`config.mk`:
```
export PLATFORM = sky130hd
export DESIGN_NAME = coherence_bus_ctrl
export DESIGN_NICKNAME = d
export VERILOG_FILES = /design/src/rtl/coherence_bus_ctrl_pkg.sv /design/src/rtl/coherence_bus_ctrl_rr_arbiter.sv /design/src/rtl/coherence_bus_ctrl.sv
export SDC_FILE = /design/constraint.sdc
export NUM_CORES = 1
export LEC_CHECK = 0
export BUFFER_PORTS_ARGS = -buffer_cell sky130_fd_sc_hd__buf_2
export CAP_MARGIN = 5
export CELL_PAD_IN_SITES_DETAIL_PLACEMENT = 1
export CELL_PAD_IN_SITES_GLOBAL_PLACEMENT = 1
export CORE_AREA = 5 5 271 273
export CTS_CLUSTER_DIAMETER = 80
export CTS_CLUSTER_SIZE = 16
export DETAILED_ROUTE_END_ITERATION = 8
export DIE_AREA = 0 0 276 278
export HOLD_SLACK_MARGIN = 0.1
export PLACE_DENSITY = 0.48
export RECOVER_POWER = 25
export SETUP_SLACK_MARGIN = 0.5
export SLEW_MARGIN = 0
export SYNTH_ARGS = -nofsm -noshare
export SYNTH_HDL_FRONTEND = slang
export SYNTH_SLANG_ARGS = --single-unit
```
`constraint.sdc`:
```
create_clock -name CLK -period 10.8 [get_ports CLK]
set_clock_uncertainty 0.1 [all_clocks]
set_input_delay 1.62 -clock CLK [delete_from_list [all_inputs] [get_ports CLK]]
set_output_delay 1.62 -clock CLK [all_outputs]
set_load 0.02 [all_outputs]
```
`src/rtl/coherence_bus_ctrl_pkg.sv`:
```
// Shared types for the coherence bus controller:
// bus FSM states, RAM handshake encoding and block addressing.
package coherence_bus_ctrl_pkg;

  typedef enum logic [2:0] {
    IDLE,
    ARB,
    INSTR,
    WB,
    SNOOP,
    C2C,
    RAMREAD
  } bus_state_t;

  typedef enum logic [1:0] {
    FREE   = 2'd0,
    BUSY   = 2'd1,
    ACCESS = 2'd2,
    ERROR  = 2'd3
  } ramstate_t;

  localparam int CNT_W = 4;

  // byte address of word idx inside a block starting at base
  function automatic logic [31:0] word_addr(
    input logic [31:0]      base,
    input logic [CNT_W-1:0] idx
  );
    return base + {26'b0, idx, 2'b00};
  endfunction

endpackage

```
`src/rtl/coherence_bus_ctrl_rr_arbiter.sv`:
```
// Round-robin arbiter: the search starts one past ptr
// and wraps, returning a one-hot grant and its index.
module rr_arbiter #(
  parameter int N = 4
) (
  input  logic [N-1:0]         req,
  input  logic [$clog2(N)-1:0] ptr,
  output logic [N-1:0]         grant,
  output logic [$clog2(N)-1:0] gidx
);

  localparam int IW = $clog2(N);

  logic [IW-1:0] idx;
  logic          found;

  // first requester after ptr, scanning in wrap-around order
  always_comb begin
    grant = '0;
    gidx  = '0;
    found = 1'b0;
    idx   = '0;
    for (int k = 1; k <= N; k++) begin
      idx = IW'((int'(ptr) + k) % N);
      if (!found && req[idx]) begin
        found      = 1'b1;
        grant[idx] = 1'b1;
        gidx       = idx;
      end
    end
  end

endmodule

```
`src/rtl/coherence_bus_ctrl.sv`:
```
// Snooping bus controller: arbitrates instruction and data
// requests from CPUS cache pairs onto one shared RAM port.
module coherence_bus_ctrl
  import coherence_bus_ctrl_pkg::*;
#(
  parameter int CPUS  = 4,
  parameter int WORDS = 2
) (
  input  logic                  CLK,
  input  logic                  RST,
  input  logic [CPUS-1:0]       iREN,
  output logic [CPUS-1:0]       iwait,
  input  logic [CPUS-1:0][31:0] iaddr,
  output logic [31:0]           iload,
  input  logic [CPUS-1:0]       dREN,
  input  logic [CPUS-1:0]       dWEN,
  output logic [CPUS-1:0]       dwait,
  input  logic [CPUS-1:0][31:0] daddr,
  input  logic [CPUS-1:0][31:0] dstore,
  output logic [CPUS-1:0][31:0] dload,
  input  logic [CPUS-1:0]       cctrans,
  input  logic [CPUS-1:0]       ccwrite,
  output logic [CPUS-1:0]       ccwait,
  output logic [CPUS-1:0]       ccinv,
  output logic [31:0]           ccsnoopaddr,
  output logic                  ramREN,
  output logic                  ramWEN,
  output logic [31:0]           ramaddr,
  output logic [31:0]           ramstore,
  input  logic [31:0]           ramload,
  input  logic [1:0]            ramstate
);

  localparam int IW = $clog2(CPUS);
  localparam logic [CNT_W-1:0] LAST = CNT_W'(WORDS - 1);

  bus_state_t       state, state_n;
  logic [IW-1:0]    dptr, iptr, iwin, sup, sup_n;
  logic [IW-1:0]    dgidx, igidx;
  logic [CPUS-1:0]  dgrant, igrant, dsel, isel;
  logic [CPUS-1:0]  others, wr_resp, rel;
  logic [CNT_W-1:0] cnt;
  logic             access, last_word, snoop_done, sup_found;

  assign access     = (ramstate == ACCESS);
  assign last_word  = (cnt == LAST);
  assign others     = ~dsel;
  assign wr_resp    = ccwrite & others;
  assign snoop_done = &(cctrans | dsel);
  assign rel        = (access && last_word) ? '0 : others;

  rr_arbiter #(.N(CPUS)) u_darb (
    .req   (cctrans | dWEN),
    .ptr   (dptr),
    .grant (dgrant),
    .gidx  (dgidx)
  );

  rr_arbiter #(.N(CPUS)) u_iarb (
    .req   (iREN),
    .ptr   (iptr),
    .grant (igrant),
    .gidx  (igidx)
  );

  // lowest-index responder holding a modified copy
  always_comb begin
    sup_n     = '0;
    sup_found = 1'b0;
    for (int i = 0; i < CPUS; i++) begin
      if (!sup_found && wr_resp[i]) begin
        sup_found = 1'b1;
        sup_n     = IW'(i);
      end
    end
  end

  // state, winners, pointers, supplier and word counter
  always_ff @(posedge CLK or posedge RST) begin
    if (RST) begin
      state <= IDLE;
      dptr  <= IW'(CPUS - 1);
      iptr  <= IW'(CPUS - 1);
      iwin  <= IW'(CPUS - 1);
      dsel  <= CPUS'(1) << (CPUS - 1);
      isel  <= CPUS'(1) << (CPUS - 1);
      cnt   <= '0;
      sup   <= '0;
    end else begin
      state <= state_n;
      if (state == IDLE && state_n == ARB) begin
        dptr <= dgidx;
        dsel <= dgrant;
      end
      if (state == IDLE && state_n == INSTR) begin
        iwin <= igidx;
        isel <= igrant;
      end
      if (state == INSTR && access)
        iptr <= iwin;
      if (state == SNOOP && state_n == C2C)
        sup <= sup_n;
      if ((state == WB || state == C2C ||
           state == RAMREAD) && access)
        cnt <= last_word ? '0 : cnt + CNT_W'(1);
    end
  end

  // next state and bus outputs; ERROR simply never releases
  always_comb begin
    state_n     = state;
    iwait       = '1;
    dwait       = '1;
    ccwait      = '0;
    ccinv       = '0;
    ccsnoopaddr = '0;
    ramREN      = 1'b0;
    ramWEN      = 1'b0;
    ramaddr     = '0;
    ramstore    = '0;
    dload       = '0;
    iload       = '0;
    unique case (state)
      IDLE: begin
        if (|(cctrans | dWEN))
          state_n = ARB;
        else if (|iREN)
          state_n = INSTR;
      end
      ARB: begin
        if (dWEN[dptr])
          state_n = WB;
        else if (dREN[dptr])
          state_n = SNOOP;
      end
      INSTR: begin
        ramREN  = 1'b1;
        ramaddr = iaddr[iwin];
        iload   = ramload;
        if (access) begin
          iwait   = ~isel;
          state_n = IDLE;
        end
      end
      WB: begin
        ramWEN   = 1'b1;
        ramaddr  = word_addr(daddr[dptr], cnt);
        ramstore = dstore[dptr];
        if (access) begin
          dwait = ~dsel;
          if (last_word)
            state_n = IDLE;
        end
      end
      SNOOP: begin
        ccsnoopaddr = daddr[dptr];
        ccwait      = others;
        if (ccwrite[dptr])
          ccinv = others;
        if (snoop_done)
          state_n = sup_found ? C2C : RAMREAD;
      end
      C2C: begin
        ramWEN      = 1'b1;
        ramaddr     = word_addr(daddr[dptr], cnt);
        ramstore    = dstore[sup];
        dload[dptr] = dstore[sup];
        ccwait      = rel;
        if (access) begin
          dwait = ~(dsel | (CPUS'(1) << sup));
          if (last_word)
            state_n = IDLE;
        end
      end
      RAMREAD: begin
        ramREN      = 1'b1;
        ramaddr     = word_addr(daddr[dptr], cnt);
        dload[dptr] = ramload;
        ccwait      = rel;
        if (access) begin
          dwait = ~dsel;
          if (last_word)
            state_n = IDLE;
        end
      end
      default: state_n = IDLE;
    endcase
  end

endmodule

```
# After elaboration in Yosys (flattened, before gate mapping)
# Index checks and enable logic that the tools add are counted.
[op_classes]
n_reduce_logical = 44
n_eq_ne = 11
n_mux = 104
n_lt_le_gt_ge = 20
n_addsub = 10
bitwise_logic = 15
shift = 1
[op_table]
columns = ["cell", "n"]
rows = [
  ["128-bit bitwise AND", 2],
  ["32-bit binary-select mux with 2-bit select", 4],
  ["128-bit case mux with 2 select lines", 1],
  ["32-bit 2-to-1 mux", 7],
  ["32-bit case mux with 2 select lines", 2],
  ["32-bit demux with 2-bit select", 1],
  ["4-bit 2-to-1 mux", 16],
  ["4-bit bitwise OR", 9],
  ["2-bit by 3-bit < comparator with 1-bit output (second input constant)", 11],
  ["32-bit by 6-bit adder with 32-bit output", 1],
  ["1-bit 2-to-1 mux", 32],
  ["1-bit logical AND", 24],
  ["3-bit 2-to-1 mux", 8],
  ["1-bit binary-select mux with 2-bit select", 11],
  ["2-bit 2-to-1 mux", 11],
  ["2-bit by 1-bit >= comparator with 1-bit output (second input constant)", 9],
  ["1-bit demux with 2-bit select", 8],
  ["4-bit case mux with 2 select lines", 2],
  ["3-bit case mux with 5 select lines", 1],
  ["3-bit == test (second input constant)", 4],
  ["4-bit NOT", 3],
  ["3-bit by 2-bit == test with 1-bit output (second input constant)", 3],
  ["1-bit logical NOT", 9],
  ["2-bit by 1-bit adder with 2-bit output (second input constant)", 4],
  ["13 further kinds", 22],
]
[totals]
output_inout_bits = 274
register_bits = 23
word_cells = 213

# Longest topological paths before layout
# Gate-level depths: netlist of run 1.
[logic_depth]
word_depth = 17
ltp_mapped = 14
ltp_nobuf = 8

# Hierarchy
# A second synthesis of run 1 with hierarchy kept.
[unflattened]
hier_cells = 904
area_unflattened_um2 = 8282.9
[modules_own_cells]
columns = ["module", "cells_per_inst", "area_each_um2", "n_inst"]
rows = [
  ["coherence_bus_ctrl", 777, 7243.2, 1],
  ["rr_arbiter at u_iarb", 68, 545.5, 1],
  ["rr_arbiter at u_darb", 59, 494.2, 1],
]

# Worst setup path after synthesis of run 1
# Ideal clock, no wire load.
[synth_path]
path_kind = "in2out"
startpoint = "input daddr[98] in the netlist's numbering"
endpoint = "output ramaddr[20]"
cell_stages = 10
arrival_time_ns = 4.094
required_ns = 9.080
slack_ns = 4.986
n_path_buf = 2
cell_sequence = "mux4_2 ha_1 fa_1 a21o_1 a21o_1 and4b_1 buf_6 and2_4 buf_6 a221o_1"
[synth_via]
elab_chain_len = 4
[synth_rtl]
columns = ["element", "line", "text"]
rows = [
  ["start: declaration", "coherence_bus_ctrl.sv:18", "input logic [CPUS-1:0][31:0] daddr,"],
  ["32-bit binary-select mux with 2-bit select", "coherence_bus_ctrl.sv:147, coherence_bus_ctrl.sv:165, coherence_bus_ctrl.sv:177", ""],
  ["32-bit 2-to-1 mux (not written as such)", "coherence_bus_ctrl.sv:147, coherence_bus_ctrl.sv:165, coherence_bus_ctrl.sv:177", ""],
  ["32-bit by 6-bit adder with 32-bit output", "coherence_bus_ctrl_pkg.sv:29", "return base + {26'b0, idx, 2'b00};"],
  ["32-bit case mux with 2 select lines", "coherence_bus_ctrl.sv:123", "unique case (state)"],
  ["end: declaration", "coherence_bus_ctrl.sv:28", "output logic [31:0] ramaddr,"],
]
# Every way passes these cells. The select of a mux whose other input is x is not followed.

# Worst setup path in the final report of run 1
[layout_path]
startpoint = "register dptr[0]"
endpoint = "output ramaddr[29]"
[layout_via]
elab_chain_len = 4
[layout_rtl]
columns = ["element", "line", "text"]
rows = [
  ["start: declaration", "coherence_bus_ctrl.sv:38", "logic [IW-1:0] dptr, iptr, iwin, sup, sup_n;"],
  ["start signal: assignment", "coherence_bus_ctrl.sv:82", "dptr <= IW'(CPUS - 1);"],
  ["start signal: assignment", "coherence_bus_ctrl.sv:92", "dptr <= dgidx;"],
  ["32-bit binary-select mux with 2-bit select", "coherence_bus_ctrl.sv:147, coherence_bus_ctrl.sv:165, coherence_bus_ctrl.sv:177", ""],
  ["32-bit 2-to-1 mux (not written as such)", "coherence_bus_ctrl.sv:147, coherence_bus_ctrl.sv:165, coherence_bus_ctrl.sv:177", ""],
  ["32-bit by 6-bit adder with 32-bit output", "coherence_bus_ctrl_pkg.sv:29", ""],
  ["32-bit case mux with 2 select lines", "coherence_bus_ctrl.sv:123", ""],
]
# Every way passes these cells. The select of a mux whose other input is x is not followed.

==> metrics.cfg, run 1 <==
[run_status]
status=finished, violations left
violations=max-capacitance violations, max-slew violations

[floorplan]
rows=98
dieArea_mm2=0.07673
io_pins=714
start_util_pct=11.42
die_h_um=278
die_x_um=276
core_area_mm2=0.07087

[min_path]
hp-class=reg2reg

[route]
drt_iter0_drc=736
routedWlPerCell_um=24.39
ant_nets=0
drc=0
via_count=10870
drt_pass1_iterations=6
wirelength_um=61250
vias_per_cell=4.328

[sta]
fin_crit_ns=6.502
slew_headroom_pct=-47.38
min_period_over_period_pct=60.21
setup_tns_ns=0
max_slew.worst_pin.slew_ns=2.206
drv_slew=20
final-setup-viol-count=0
rsz0062_at_grt=no
fmax_mhz=153.8
hold_viol=0

[clocking]
clk_path_buf_depth=2
cts_root_buf=clkbuf_16
htreeDepth=1
clock-sinks=23
cts_resized=0
path_clk_slew_ns=0.07
cts_tree=built
clk_latency_ns=0.27
cts_hold_buf=0
tritoncts.num_buffers=3
post_cts_buffers=0

[cells_and_area]
multi_input_area_mm2=0.007071
fill_cells=8670
fin_area_mm2=0.01270
regArea_um2=595.6
syn_to_final_growth_pct=57.01
final_layout_size_suffix_gt1_share_pct=56.40
final_nets=2006
layoutNonFillerInstCount=2511

[synthesis]
yosys-top-cells-count=nor2_1, mux4_2, and2_1
synth_top_area_cell=mux4_2
seq_area_frac_synth_pct=7.238
ys_top_cells_by_area=mux4_2, nor2_1, and2_1
synth-async-reset-ratio_pct=100.0
synth_seq_cells=23
synth_top_area_share_pct=35.08
synth_most_common_cell=nor2_1
syn_inst=900
synth-edff-count=0
synth_nets=1357
netlist-cell-type-count=69
avgSynthCellArea_um2=8.989
syn_area_mm2=0.008090
synth_flop_cell=dfrtp_1
yosys_warnings=0

[placement]
port_buffers=713
dp_hpwl_um=51870
gp_congestion=0.9282
dp_cells=2494
place_area_mm2=0.01263

[critical_path]
r2r-start=dptr[0]$_DFFE_PP1P_
crit_cells=8
crit_chain=mux4_2 -> ha_1 -> a211oi_1 -> o21bai_1 -> nor3b_2 -> and2_0 -> o211ai_1 -> buf_2
required_ns=9.08
worstPathMaxFanout=60
start_kind=flop
r2r-end=dsel[0]$_DFFE_PP0P_
slowest_stage=dfstp_4
critPathBufInv=1
r2r_slack_ns=7.29
crit_path_start=dptr[0]$_DFFE_PP1P_
path_delay_family=flip-flops
r2r_cells=6
crit_type=reg2out
endpoint_kind=output port
cpPeakStageDelay_ns=1.29
crit_end=ramaddr[29]
crit_arrival_ns=4.78

[grt]
grt_pass1_vias=11630
grt_max_degree=61
grt_pass1_wl_um=86610
grt-ovfl-total=0
grtUsageTotal_pct=14.83
grt_antenna_before_repair=15

[pwr]
power.total_mw=2.855
power_density_mw_per_mm2=224.7
peakVddDrop_v=0.0001018
leakage_nw=5.832

[flow_run]
drv_cap=1

## worst min-delay path by stage
stage | start | endpoint | cells after the start
after global routing | isel[1]$_DFFE_PP0P_ | isel[1]$_DFFE_PP0P_ | 2
after floorplan | cnt[3]$_DFFE_PP0P_ | cnt[3]$_DFFE_PP0P_ | 1
after detailed placement | isel[3]$_DFFE_PP1P_ | isel[3]$_DFFE_PP1P_ | 2
final | isel[3]$_DFFE_PP1P_ | isel[3]$_DFFE_PP1P_ | 2
after CTS | isel[3]$_DFFE_PP1P_ | isel[3]$_DFFE_PP1P_ | 2
after global placement | isel[3]$_DFFE_PP1P_ | isel[3]$_DFFE_PP1P_ | 2
## area by class of cell
type	instances	share of cell area (%)
multi-input combinational	774	55.66
timing repair buffer	732	28.96
tap	950	9.358
sequential	23	4.689
clock buffer	3	0.5910
inverter	15	0.4433
antenna	13	0.2561
clock inverter	1	0.03940
## logic make-up after synthesis
family	Yosys count	share of synthesized area, %
buffers and inverters	103	5.598
and+or+nand+nor	410	24.84
xor gates and xnor gates	16	1.732
muxes	172	42.82
AOI/OAI and AO/OA	159	15.05
DFF	23	7.238
adders and majority gates	17	2.722
## per-stage QoR
stage               hold slack (ns)  setup slack (ns)  util [%]
global route                 0.4640             4.031     17.91
detailed placement           0.4154             4.300     17.83
global placement             0.4016             4.394     17.83
finish                       0.4154             4.298     17.92
floorplan                    0.3731             4.986         -
CTS                          0.4250             4.182     17.94
## layer usage
metal / GRT usage, % / vias up / share of wire, % / wire, µm
met2: 25.35 / 498 / 49 / 30030
met1: 18.85 / 5491 / 41 / 25090
li1: - / 4811 / - / -
met4: 3.752 / 6 / 2.5 / 1525
met5: 0 / - / 0.057 / 35
met3: 3.691 / 61 / 7.5 / 4570
## tightest hold or removal path, delay by kind of cell (launching register included)
kind | cells | cell delay (ns)
compound gates | 1 | 0.05
flops | 1 | 0.37
simple gates | 1 | 0.09
## flip-flops by register name, indices dropped and copies added (netlist names)
register and cells:
sup 2, iptr 2, dptr 2, iwin 2, state 3, isel 4, dsel 4, cnt 4
## power by group
part,switching (mW),internal (mW)
clock network,0.0347,0.0500
logic,1.50,0.955
registers,0.184,0.127
## cells in the final DEF (no fill, tap or decap), drive strengths merged, types with 4 or more instances in the layout
| cell type | netlist | layout |
|---|---|---|
| nor3b | 12 | 12 |
| ha | 16 | 16 |
| nand4 | 17 | 17 |
| mux4 | 136 | 136 |
| xor2 | 7 | 7 |
| inv | 15 | 15 |
| a21o | 5 | 5 |
| o311ai | 4 | 4 |
| dfstp | 8 | 8 |
| a222oi | 5 | 5 |
| nor4 | 5 | 5 |
| and2 | 67 | 67 |
| diode | 0 | 13 |
| nand2b | 7 | 7 |
| a32oi | 11 | 11 |
| nand3 | 16 | 16 |
| o22ai | 4 | 4 |
| nor2b | 11 | 11 |
| nand2 | 62 | 62 |
| nor2 | 176 | 176 |
| a221o | 7 | 7 |
| clkbuf | 54 | 27 |
| or2 | 6 | 6 |
| a22o | 36 | 36 |
| dfrtp | 15 | 15 |
| nor3 | 13 | 13 |
| o211ai | 17 | 17 |
| xnor2 | 9 | 9 |
| mux2i | 33 | 33 |
| buf | 34 | 708 |
| o21ai | 26 | 26 |
| a21oi | 13 | 13 |
| a31oi | 5 | 5 |
| and3 | 5 | 5 |
No activity file was read; power rests on OpenSTA's default activity.
==> run 2, diff against run 1 <==
--- a/config.mk
+++ b/config.mk
@@ -5,17 +5,18 @@
 export SDC_FILE = /design/constraint.sdc
 export NUM_CORES = 1
 export LEC_CHECK = 0
+export ABC_AREA = 1
 export BUFFER_PORTS_ARGS = -buffer_cell sky130_fd_sc_hd__buf_2
 export CAP_MARGIN = 5
 export CELL_PAD_IN_SITES_DETAIL_PLACEMENT = 1
 export CELL_PAD_IN_SITES_GLOBAL_PLACEMENT = 1
-export CORE_AREA = 5 5 271 273
+export CORE_AREA = 5 5 275 277
 export CTS_CLUSTER_DIAMETER = 80
 export CTS_CLUSTER_SIZE = 16
 export DETAILED_ROUTE_END_ITERATION = 8
-export DIE_AREA = 0 0 276 278
+export DIE_AREA = 0 0 280 282
 export HOLD_SLACK_MARGIN = 0.1
-export PLACE_DENSITY = 0.48
+export PLACE_DENSITY = 0.54
 export RECOVER_POWER = 25
 export SETUP_SLACK_MARGIN = 0.5
 export SLEW_MARGIN = 0
==> constraint.sdc (replaced) <==
create_clock -name CLK -period 6.65 [get_ports CLK]
set_clock_uncertainty 0.1 [all_clocks]
set_input_delay 0.9975 -clock CLK [delete_from_list [all_inputs] [get_ports CLK]]
set_output_delay 0.9975 -clock CLK [all_outputs]
set_load 0.02 [all_outputs]
==> run 2 against run 1 <==
Net effect: the run still ends with max-capacitance violations, max-slew violations left; non-clock buffer count increased by 6; sequential cell count unchanged; die area grew 2.9%; total power rose by 96%; design area grew 6.2%; hold slack worse by 0.037 ns; critical path depth rose by 3; synthesized area grew 12%; highest routed layer unchanged; largest power group unchanged.
==> metrics.cfg, run 2 <==
[synthesis]
seq_area_frac_synth_pct=6.474  ; -0.76 points
ys_top_cells_by_area=nand2_1, nand3_1, nor2_1
synth_top_family_by_area=simple AND/OR/NAND/NOR gates
synth_nets=2311  ; +70%
synth-adder-area-share_pct=2.435  ; -0.29 points
syn_inst=1854  ; +110%
synth_seq_cells=23  ; unchanged
synthXorXnorAreaFrac_pct=0.2905  ; -1.4 points
synth_top_area_cell=nand2_1
synth_top_area_share_pct=25.85  ; -9.2 points
synth_flop_cell=dfrtp_1
yosys-mux-area-fraction_pct=0.2628  ; -43 points
synth_most_common_cell=nand2_1
netlist-cell-type-count=46  ; -33%
synth-simple-area-share_pct=58.75  ; +34 points
synth-edff-count=0  ; unchanged
syn_area_mm2=0.009045  ; +12%
avgSynthCellArea_um2=4.879  ; -46%
yosys_warnings=0  ; unchanged
synth-async-reset-ratio_pct=100.0  ; unchanged
synth-compound-area-share_pct=20.28  ; +5.2 points
yosys-top-cells-count=nand2_1, nor2_1, nand3_1

[sta]
min_period_over_period_pct=85.71
timing.hold.ws_ns=0.3785  ; -0.03688 ns
fmax_mhz=175.5
max_slew.worst_pin.slew_ns=2.500  ; +0.2937 ns
fin_crit_ns=5.700
finalWorstSetupSlack_ns=0.9504  ; -3.347 ns
slew_headroom_pct=-66.66  ; -19 points
rsz0062_at_grt=no
hold_viol=0  ; unchanged
setup_tns_ns=0  ; unchanged
final-setup-viol-count=0  ; unchanged
drv_slew=43  ; +110%

[cells_and_area]
mostFrequentLayoutCell=buf_2
syn_to_final_growth_pct=49.18
final_nets=2929  ; +46%
postLayoutCoreUtil_pct=18.59  ; +0.67 points
fill_cells=9599  ; +11%
layout_common_cells=buf_2, nand2_1, nor2_1
fin_area_mm2=0.01349  ; +6.2%
layoutNonFillerInstCount=3443  ; +37%
final_layout_size_suffix_gt1_share_pct=31.04  ; -25 points
reg.largest.list=cnt x4, dsel x4, isel x4

[clocking]
tritoncts.num_buffers=3  ; unchanged
clk_path_buf_depth=2  ; unchanged
cts_hold_buf=0  ; unchanged
clk_latency_ns=0.27  ; about the same
post_cts_buffers=0  ; unchanged
clock-sinks=23  ; unchanged
cts_root_buf=clkbuf_16
cts_resized=0  ; unchanged
cts_tree=built
htreeDepth=1  ; unchanged
path_clk_slew_ns=0.07  ; about the same

[grt]
grt-ovfl-total=0  ; unchanged
grt_pass1_wl_um=104200  ; +20%
grt_antenna_before_repair=25  ; +10
grt_max_degree=77  ; +26%
grt_pass1_vias=15300  ; +32%
grtUsageTotal_pct=17.15  ; +2.3 points

[min_path]
holdPathStages=2  ; unchanged
hp-class=reg2reg
whs_endpoint=isel[3]$_DFFE_PP1P_
hp-start=isel[3]$_DFFE_PP1P_

[floorplan]
core_area_mm2=0.07259  ; +2.4%
die_x_um=280  ; +1.4%
rows=99  ; +1.0%
dieArea_mm2=0.07896  ; +2.9%
io_pins=714  ; unchanged
die_h_um=282  ; +1.4%
start_util_pct=12.46  ; +1.0 points

[pwr]
power_frac_comb_pct=91.0  ; +4.9 points
power.total_mw=5.608  ; +96%
peakVddDrop_v=0.0001530  ; +50%
power_density_mw_per_mm2=415.6  ; +85%
sw_frac_of_total_pct=70.87  ; +11 points
p_seq_share_pct=6.5  ; -4.4 points
leakage_nw=7.290  ; +25%
p_int_mw=1.634  ; +44%
switching_power_mw=3.974  ; +130%
clockPowerShare_pct=2.5  ; -0.5 points

[placement]
pre_cts_ws_ns=1.762  ; -2.537 ns
port_buffers=713  ; unchanged
dp_hpwl_um=62110  ; +20%
gp_congestion=0.9028  ; -2.7%
place_area_mm2=0.01345  ; +6.4%
dp_cells=3426  ; +37%

[critical_path]
crit_arrival_ns=4.60  ; -0.18 ns
worstPathMaxFanout=17  ; -72%
crit_type=reg2out
r2r-end=dptr[0]$_DFFE_PP1P_
required_ns=5.55  ; -3.53 ns
r2r-start=dptr[1]$_DFFE_PP1P_
start_kind=flop
endpoint_kind=output port
r2r_cells=7  ; +1
r2r_slack_ns=2.79  ; -4.50 ns

[flow_run]
drv_cap=1  ; unchanged

[route]
via_count=15190  ; +40%
routedWlPerCell_um=21.50  ; -12%
drc=0  ; unchanged
ant_nets=0  ; unchanged
wirelength_um=74030  ; +21%
vias_per_cell=4.411  ; +1.9%
drt_pass1_iterations=5  ; -1
drt_iter0_drc=805  ; +9.4%

[run_status]
violations=max-capacitance violations, max-slew violations
status=finished, violations left

==> run 2: cell count changes in the layout (fill, tap and decap cells not counted), moves of 21 or more <==
cell	previous run	this run
and2_1	51	4
o22ai_1	4	25
o21ai_1	0	34
a21oi_1	12	41
nand3_1	16	266
o21ai_0	26	98
nand2_1	62	621
a22oi_1	1	36
inv_1	15	109
nor2_1	175	321
a22o_1	36	0
a32o_1	0	37
mux2i_1	33	2
mux4_2	126	0
==> run 2: kinds of logic after synthesis <==
kind of cell	count (synthesis)
adders and majority gates	17
AOI/OAI and AO/OA	290
muxes	2
buffers and inverters	244
xor gates and xnor gates	3
DFF	23
and+or+nand+nor	1275
==> run 2: how the worst max path moves through the flow <==
stage	start	end	slack, ns	cells past startpoint
final	dptr[1]$_DFFE_PP1P_	ramaddr[8]	0.95	11
after global placement	dptr[0]$_DFFE_PP1P_	ramaddr[8]	1.78	12
after global routing	dptr[1]$_DFFE_PP1P_	ramaddr[8]	0.62	11
after floorplan	dptr[0]$_DFFE_PP1P_	ramaddr[12]	2.20	19
after CTS	dptr[0]$_DFFE_PP1P_	ramaddr[8]	1.46	12
after detailed placement	dptr[0]$_DFFE_PP1P_	ramaddr[8]	1.76	12
==> run 2: cell type report <==
type	instances	area, µm²	area share (%)
Antenna cell	13	32.53	0.2411
Clock inverter	1	5.005	0.03709
Tap cell	959	1200	8.893
Timing Repair Buffer	738	3709	27.49
Multi-Input combinational cell	1587	7421	55.00
Clock buffer	3	75.07	0.5564
Inverter	119	455.4	3.375
Sequential cell	23	595.6	4.414
==> run 2: routing by layer <==
layer  track usage (%)  share of wire (%)  wire, µm
met1             21.29                 41     30600
met2             30.54                 49     36420
met3             3.585                7.1      5224
met4             3.936                2.3      1704
met5                 0               0.11        85
==> run 2: critical path: stages, from the launching register on <==
cell        delay [ns]
dfstp_4           0.76
clkinvlp_2        0.89
nor2_1            0.32
o21ai_0           0.15
nand2_1           0.24
ha_1              0.28
fa_1              0.25
a21oi_1           0.15
nor3_1            0.55
xor2_1            0.17
o21ai_0           0.32
buf_2             0.25
==> run 2: power groups by stage <==
stage	sequential, mW	combinational [mW]	clock, mW
6_report	0.365	5.10	0.141
5_1_grt	0.382	5.55	0.152
4_1_cts	0.369	5.18	0.149
3_5_place_dp	0.371	5.16	0
3_3_place_gp	0.370	5.16	0
2_1_floorplan	0.255	3.24	0
